## src/rtl/mtl_pkg.sv

```systemverilog
// Shared types and helpers for the LCD frame arbiter: FSM states, default sizes, buffer base lookup.
// Pure declarations; no latency or backpressure of its own.
package mtl_pkg;

    typedef enum logic {
        S_FILL  = 1'b0,
        S_READY = 1'b1
    } arb_state_t;

    localparam int unsigned MTL_FRAME_WORDS = 384000;
    localparam int unsigned MTL_ADDR_W      = 24;

    // Buffer 0 sits at word 0, buffer 1 directly after it.
    function automatic logic [31:0] buf_base(input logic sel, input int unsigned frame_words);
        return sel ? 32'(frame_words) : 32'd0;
    endfunction

endpackage

```

## src/rtl/mtl_wr_fifo.sv

```systemverilog
// Small synchronous FIFO holding pixel words until the SDRAM port is free; head is visible the cycle after push.
// Push is ignored when full and pop when empty; the caller gates both with full/empty.
module mtl_wr_fifo #(
    parameter int DEPTH = 4,
    parameter int W     = 32
) (
    input  logic         iCLK,
    input  logic         iRST_n,
    input  logic         push,
    input  logic [W-1:0] wdata,
    input  logic         pop,
    output logic         full,
    output logic         empty,
    output logic [W-1:0] head
);

    localparam int AW = (DEPTH > 1) ? $clog2(DEPTH) : 1;

    logic [AW:0]  wp_q, wp_d;
    logic [AW:0]  rp_q, rp_d;
    logic [W-1:0] mem_q [DEPTH];

    // Extra pointer bit distinguishes full from empty when the indices match.
    assign empty = (wp_q == rp_q);
    assign full  = (wp_q[AW] != rp_q[AW]) && (wp_q[AW-1:0] == rp_q[AW-1:0]);
    assign head  = mem_q[rp_q[AW-1:0]];

    always_comb begin
        wp_d = wp_q;
        rp_d = rp_q;
        if (push && !full) begin
            wp_d = wp_q + (AW+1)'(1);
        end
        if (pop && !empty) begin
            rp_d = rp_q + (AW+1)'(1);
        end
    end

    always_ff @(posedge iCLK or negedge iRST_n) begin
        if (!iRST_n) begin
            wp_q <= '0;
            rp_q <= '0;
        end else begin
            wp_q <= wp_d;
            rp_q <= rp_d;
        end
    end

    always_ff @(posedge iCLK) begin
        if (push && !full) begin
            mem_q[wp_q[AW-1:0]] <= wdata;
        end
    end

endmodule

```

## src/rtl/mtl_frame_arbiter.sv

```systemverilog
// Shares one SDRAM port between the LCD read stream (strict priority, zero-cycle pass-through) and buffered pixel writes.
// Writes drain at least one cycle after acceptance; oWR_READY drops when the FIFO is full or the back buffer is complete.
module mtl_frame_arbiter
    import mtl_pkg::*;
#(
    parameter int unsigned FRAME_WORDS = MTL_FRAME_WORDS,
    parameter int unsigned ADDR_W      = MTL_ADDR_W,
    parameter int unsigned FIFO_DEPTH  = 4
) (
    input  logic              iCLK,
    input  logic              iRST_n,
    input  logic              iNewFrame,
    input  logic              iRD_REQ,
    input  logic              iWR_VALID,
    input  logic [31:0]       iWR_DATA,
    output logic              oWR_READY,
    output logic              oMEM_RD,
    output logic              oMEM_WR,
    output logic [ADDR_W-1:0] oMEM_ADDR,
    output logic [31:0]       oMEM_WDATA,
    output logic              oFrameSwap,
    output logic              oBufValid
);

    localparam int CNT_W = $clog2(FRAME_WORDS + 1);
    localparam logic [CNT_W-1:0] FW_CNT    = CNT_W'(FRAME_WORDS);
    localparam logic [CNT_W-1:0] FW_CNT_M1 = CNT_W'(FRAME_WORDS - 1);

    if (64'(FRAME_WORDS) * 64'd2 > (64'd1 << ADDR_W)) begin : g_addr_chk
        $error("mtl_frame_arbiter: two frame buffers do not fit in ADDR_W");
    end

    arb_state_t       state_q, state_d;
    logic             front_q, front_d;
    logic             buf_valid_q, buf_valid_d;
    logic             swap_q, swap_d;
    logic [CNT_W-1:0] rd_cnt_q, rd_cnt_d;
    logic [CNT_W-1:0] wr_cnt_q, wr_cnt_d;
    logic [CNT_W-1:0] acc_cnt_q, acc_cnt_d;

    logic        fifo_push, fifo_pop, fifo_full, fifo_empty;
    logic [31:0] fifo_head;
    logic [ADDR_W-1:0] front_base, back_base;

    assign front_base = ADDR_W'(buf_base(front_q, FRAME_WORDS));
    assign back_base  = ADDR_W'(buf_base(!front_q, FRAME_WORDS));

    assign oWR_READY = (state_q == S_FILL) && !fifo_full && (acc_cnt_q < FW_CNT);
    assign fifo_push = iWR_VALID && oWR_READY;
    // Display reads always win the port; writes only drain in idle cycles.
    assign fifo_pop  = !fifo_empty && !iRD_REQ;

    mtl_wr_fifo #(
        .DEPTH (FIFO_DEPTH),
        .W     (32)
    ) u_wr_fifo (
        .iCLK   (iCLK),
        .iRST_n (iRST_n),
        .push   (fifo_push),
        .wdata  (iWR_DATA),
        .pop    (fifo_pop),
        .full   (fifo_full),
        .empty  (fifo_empty),
        .head   (fifo_head)
    );

    always_comb begin
        oMEM_RD    = iRD_REQ;
        oMEM_WR    = fifo_pop;
        oMEM_ADDR  = '0;
        oMEM_WDATA = '0;
        if (iRD_REQ) begin
            oMEM_ADDR = front_base + ADDR_W'(rd_cnt_q);
        end else if (fifo_pop) begin
            oMEM_ADDR  = back_base + ADDR_W'(wr_cnt_q);
            oMEM_WDATA = fifo_head;
        end
    end

    always_comb begin
        state_d     = state_q;
        front_d     = front_q;
        buf_valid_d = buf_valid_q;
        swap_d      = 1'b0;
        rd_cnt_d    = rd_cnt_q;
        wr_cnt_d    = wr_cnt_q;
        acc_cnt_d   = acc_cnt_q;

        if (iNewFrame) begin
            rd_cnt_d = '0;
        end else if (iRD_REQ) begin
            rd_cnt_d = (rd_cnt_q == FW_CNT_M1) ? '0 : rd_cnt_q + CNT_W'(1);
        end

        if (fifo_pop) begin
            wr_cnt_d = wr_cnt_q + CNT_W'(1);
        end
        if (fifo_push) begin
            acc_cnt_d = acc_cnt_q + CNT_W'(1);
        end

        unique case (state_q)
            S_FILL: begin
                if (wr_cnt_q == FW_CNT) begin
                    state_d = S_READY;
                end
            end
            S_READY: begin
                // Swap only at a frame boundary so the display never tears.
                if (iNewFrame) begin
                    state_d     = S_FILL;
                    front_d     = !front_q;
                    buf_valid_d = 1'b1;
                    swap_d      = 1'b1;
                    wr_cnt_d    = '0;
                    acc_cnt_d   = '0;
                end
            end
            default: state_d = S_FILL;
        endcase
    end

    always_ff @(posedge iCLK or negedge iRST_n) begin
        if (!iRST_n) begin
            state_q     <= S_FILL;
            front_q     <= 1'b0;
            buf_valid_q <= 1'b0;
            swap_q      <= 1'b0;
            rd_cnt_q    <= '0;
            wr_cnt_q    <= '0;
            acc_cnt_q   <= '0;
        end else begin
            state_q     <= state_d;
            front_q     <= front_d;
            buf_valid_q <= buf_valid_d;
            swap_q      <= swap_d;
            rd_cnt_q    <= rd_cnt_d;
            wr_cnt_q    <= wr_cnt_d;
            acc_cnt_q   <= acc_cnt_d;
        end
    end

    assign oFrameSwap = swap_q;
    assign oBufValid  = buf_valid_q;

endmodule

```

## config.mk

```make
export PLATFORM = sky130hd
export DESIGN_NAME = mtl_frame_arbiter
export DESIGN_NICKNAME = d
export VERILOG_FILES = /design/src/rtl/mtl_pkg.sv /design/src/rtl/mtl_wr_fifo.sv /design/src/rtl/mtl_frame_arbiter.sv
export SDC_FILE = /design/constraint.sdc
export NUM_CORES = 1
export LEC_CHECK = 0
export CAP_MARGIN = 20
export CORE_MARGIN = 5
export CORE_UTILIZATION = 30
export DETAILED_ROUTE_END_ITERATION = 6
export GPL_TIMING_DRIVEN = 0
export PLACE_DENSITY = 0.55
export SYNTH_ARGS = -nofsm -noshare
export SYNTH_HDL_FRONTEND = slang
export SYNTH_SLANG_ARGS = --single-unit
```

## constraint.sdc

```tcl
create_clock -name iCLK -period 5.85 [get_ports iCLK]
set_clock_uncertainty 0.05 [all_clocks]
set_input_delay 1.4625 -clock iCLK [delete_from_list [all_inputs] [get_ports iCLK]]
set_output_delay 1.4625 -clock iCLK [all_outputs]
set_load 0.01 [all_outputs]
```

==> flow_metrics.tcl <==
set metrics [dict create \
    path_class "input pin to primary output" \
    r2r-start "u_wr_fifo.rp_q[2]$_DFFE_PN0P_" \
    die_h_um 186 \
    numCtsBuffers 17 \
    power_frac_clock 0.252 \
    r2r_slack_ns 3.25 \
    area_growth_pct 23.0 \
    hold-worst-slack_ns 0.422 \
    antenna_found_initial 0 \
    cts_tree "done" \
    synth_seq_cells 195 \
    grt_overflow_total 0 \
    critPathRequiredTime_ns 4.34 \
    grt_pass1_vias 6104 \
    worstSkewPairLatency_ns 0.44 \
    critical_path_arrival_ns 4.09 \
    synth_cell_types 65 \
    max_slew_margin 0.527 \
    routabilityCongestion 0.778 \
    vias_per_cell 4.81 \
    synth-async-reset-ratio 0.344 \
    finalSetupViolCount 0 \
    start_util 0.303 \
    crit_path_max_fanout 10 \
    fin_crit_ns 5.60 \
    nets 892 \
    ir_drop_mv 0.274 \
    pwr-share-comb 0.348 \
    worst_setup_path_end_kind "primary output" \
    status "complete, no violations" \
    ys_warn_count 0 \
    fmax_mhz 178 \
    cellPowerDensity_mw_per_mm2 413 \
    clock_sinks 195 \
    maxCapViolations 0 \
    p_int_w 0.00318 \
    report.final.slew_viol_count 0 \
    drc 0 \
    drive_above_1_share 0.121 \
    finalHoldViolCount 0 \
    h-tree-depth 4 \
    synth-edff-count 128 \
    drt_iter0_markers 350 \
    rsz0062_at_grt "false" \
    routed_wl_mm 21.4 \
    min_path_type "flop to flop" \
    p_total_w 0.00471 \
    synthFlopType "edfxtp_1" \
    grt_usage 0.127 \
    seq_area_frac_synth 0.595 \
    power.switching_w 0.00153 \
    min_period_over_period 0.958 \
    fillCellCount 2968 \
    worstHoldEndpoint "oBufValid$_DFFE_PN0P_" \
    wl_per_cell_um 17.3 \
    io_buffer_count 93 \
    cts_hold_buf 0 \
    fp-row-count 64 \
    reg2reg_depth 6 \
    p_seq_frac 0.400 \
    dr.pass1.iters 4 \
    cts_buffer_depth 2 \
    postSynthAreaPerCell_um2 13.1 \
    grt_max_degree 67 \
    antenna_left 0 \
    min_path_cells 1 \
    num_vias 5956 \
    hpwl_mm 14.7 \
    min_from "oBufValid$_DFFE_PN0P_" \
    antenna_cells 0 \
    p_leak_nw 4.15 \
    synth.cell_area_mm2 0.00928 \
    sw_frac_of_total 0.325 \
    worstReg2RegEnd "u_wr_fifo.mem_q[1][17]$_DFFE_PP_" \
    syn_inst 710 \
    die_w_um 186 \
    cts_root_buf "clkbuf_16" \
    fin_setup_tns_ns 0 \
    ios 98 \
    core_mm2 0.0306 \
    critPathLaunchType "input pin" \
    grt_pass1_wl_mm 34.1 \
    worst_pin_slew_ns 0.710 \
    die_area_mm2 0.0345 \
    clkTransAtPathRegs_ns 0.07 \
]
[layout make-up]
type                            instances  area [µm²]  share of cell area
Inverter                               16        60.1             0.00526
Tap cell                              396         495              0.0434
Clock buffer                           19         433              0.0379
Clock inverter                         13         153              0.0134
Multi-Input combinational cell        466        3540               0.310
Sequential cell                       195        5520               0.484
Buffer                                 35         175              0.0153
Timing Repair Buffer                   98        1040              0.0914
[worst max path at each step]
stage,slack (ns),from,cells after the start,endpoint
floorplan,1.71,iRD_REQ,7,oMEM_ADDR[0]
global placement,0.07,iRD_REQ,9,oMEM_ADDR[0]
detailed placement,0.05,iRD_REQ,9,oMEM_ADDR[0]
CTS,0.04,iRD_REQ,9,oMEM_ADDR[0]
global route,0.06,iRD_REQ,6,oMEM_ADDR[12]
finish,0.25,iRD_REQ,6,oMEM_ADDR[12]
[registers in the layout, indices dropped and copies added (netlist names)]
name	count
oBufValid	1
acc_cnt_q	19
front_q	1
u_wr_fifo.rp_q	3
rd_cnt_q	19
state_q	1
u_wr_fifo.wp_q	3
wr_cnt_q	19
oFrameSwap	1
u_wr_fifo.mem_q	128
[what timing repair did]
action                                  4_1_cts  5_1_grt
hold endpoints to repair                      0        0
buffers inserted                              0        0
gates resized for setup                       0        2
endpoints found under the setup margin        0        2
[layout by cell type, fill, tap and decap left out, types with 20 or more instances in the layout]
cell and n:
nand2_1 75, and2_1 33, xnor2_1 22, o21ai_0 29, nand3_1 22, dfrtp_1 67
nor2_1 39, edfxtp_1 128, clkdlybuf4s50_1 92, ha_1 24, clkbuf_1 20, a21oi_1 26
mux4_2 31
[power groups by stage]
stage	clock, W	sequential (W)	combinational (W)
2_1_floorplan	0	0.00189	0.000966
3_3_place_gp	0	0.00192	0.00162
3_5_place_dp	0	0.00192	0.00168
4_1_cts	0.00122	0.00189	0.00169
5_1_grt	0.00127	0.00191	0.00181
6_report	0.00118	0.00189	0.00164
[metal layers]
metal	routed length, µm	GRT usage	up-vias
met5	0	0	-
met1	10000	0.176	2917
met3	1550	0.0457	16
met4	226	0.0294	0
met2	9610	0.193	128
li1	-	-	2895
[per-stage QoR]
step / instance area, µm² / instances / worst slack (ns) / utilization
finish: 11400 / 1238 / 0.245 / 0.373
global route: 11400 / 1238 / 0.0557 / 0.373
CTS: 11400 / 1239 / 0.0434 / 0.373
detailed placement: 10800 / 1207 / 0.0527 / 0.354
global placement: 10700 / 1202 / 0.0675 / 0.350
floorplan: 9290 / 713 / 1.71 / -
[critical path: stages]
cell	delay, ns
clkdlybuf4s50_1	0.56
clkbuf_1	0.43
clkinv_1	0.41
clkbuf_1	0.34
o21ai_0	0.30
clkdlybuf4s50_1	0.58
[logic make-up after synthesis]
group,share of synthesized area
other cells,0.000404
flops,0.595
xor+xnor,0.0403
simple gates,0.144
fa+ha+maj,0.0367
mux,0.0902
buf+inv,0.0256
compound gates,0.0677
[cells in the mapped netlist (10+ instances only)]
cell type / instances / area, µm²
nand4_1: 19 / 119
nand2_1: 75 / 282
nor2_1: 39 / 146
edfxtp_1: 128 / 3840
xor2_1: 17 / 149
inv_1: 15 / 56.3
clkbuf_1: 20 / 75.1
o21ai_0: 29 / 145
mux4_2: 31 / 698
a21oi_1: 26 / 130
ha_1: 24 / 300
nand3_1: 22 / 110
xnor2_1: 22 / 193
dfrtp_1: 67 / 1680
and2_1: 37 / 231
or3_1: 10 / 62.6
nor3_1: 12 / 60.1
No activity file was read; power rests on OpenSTA's default activity.
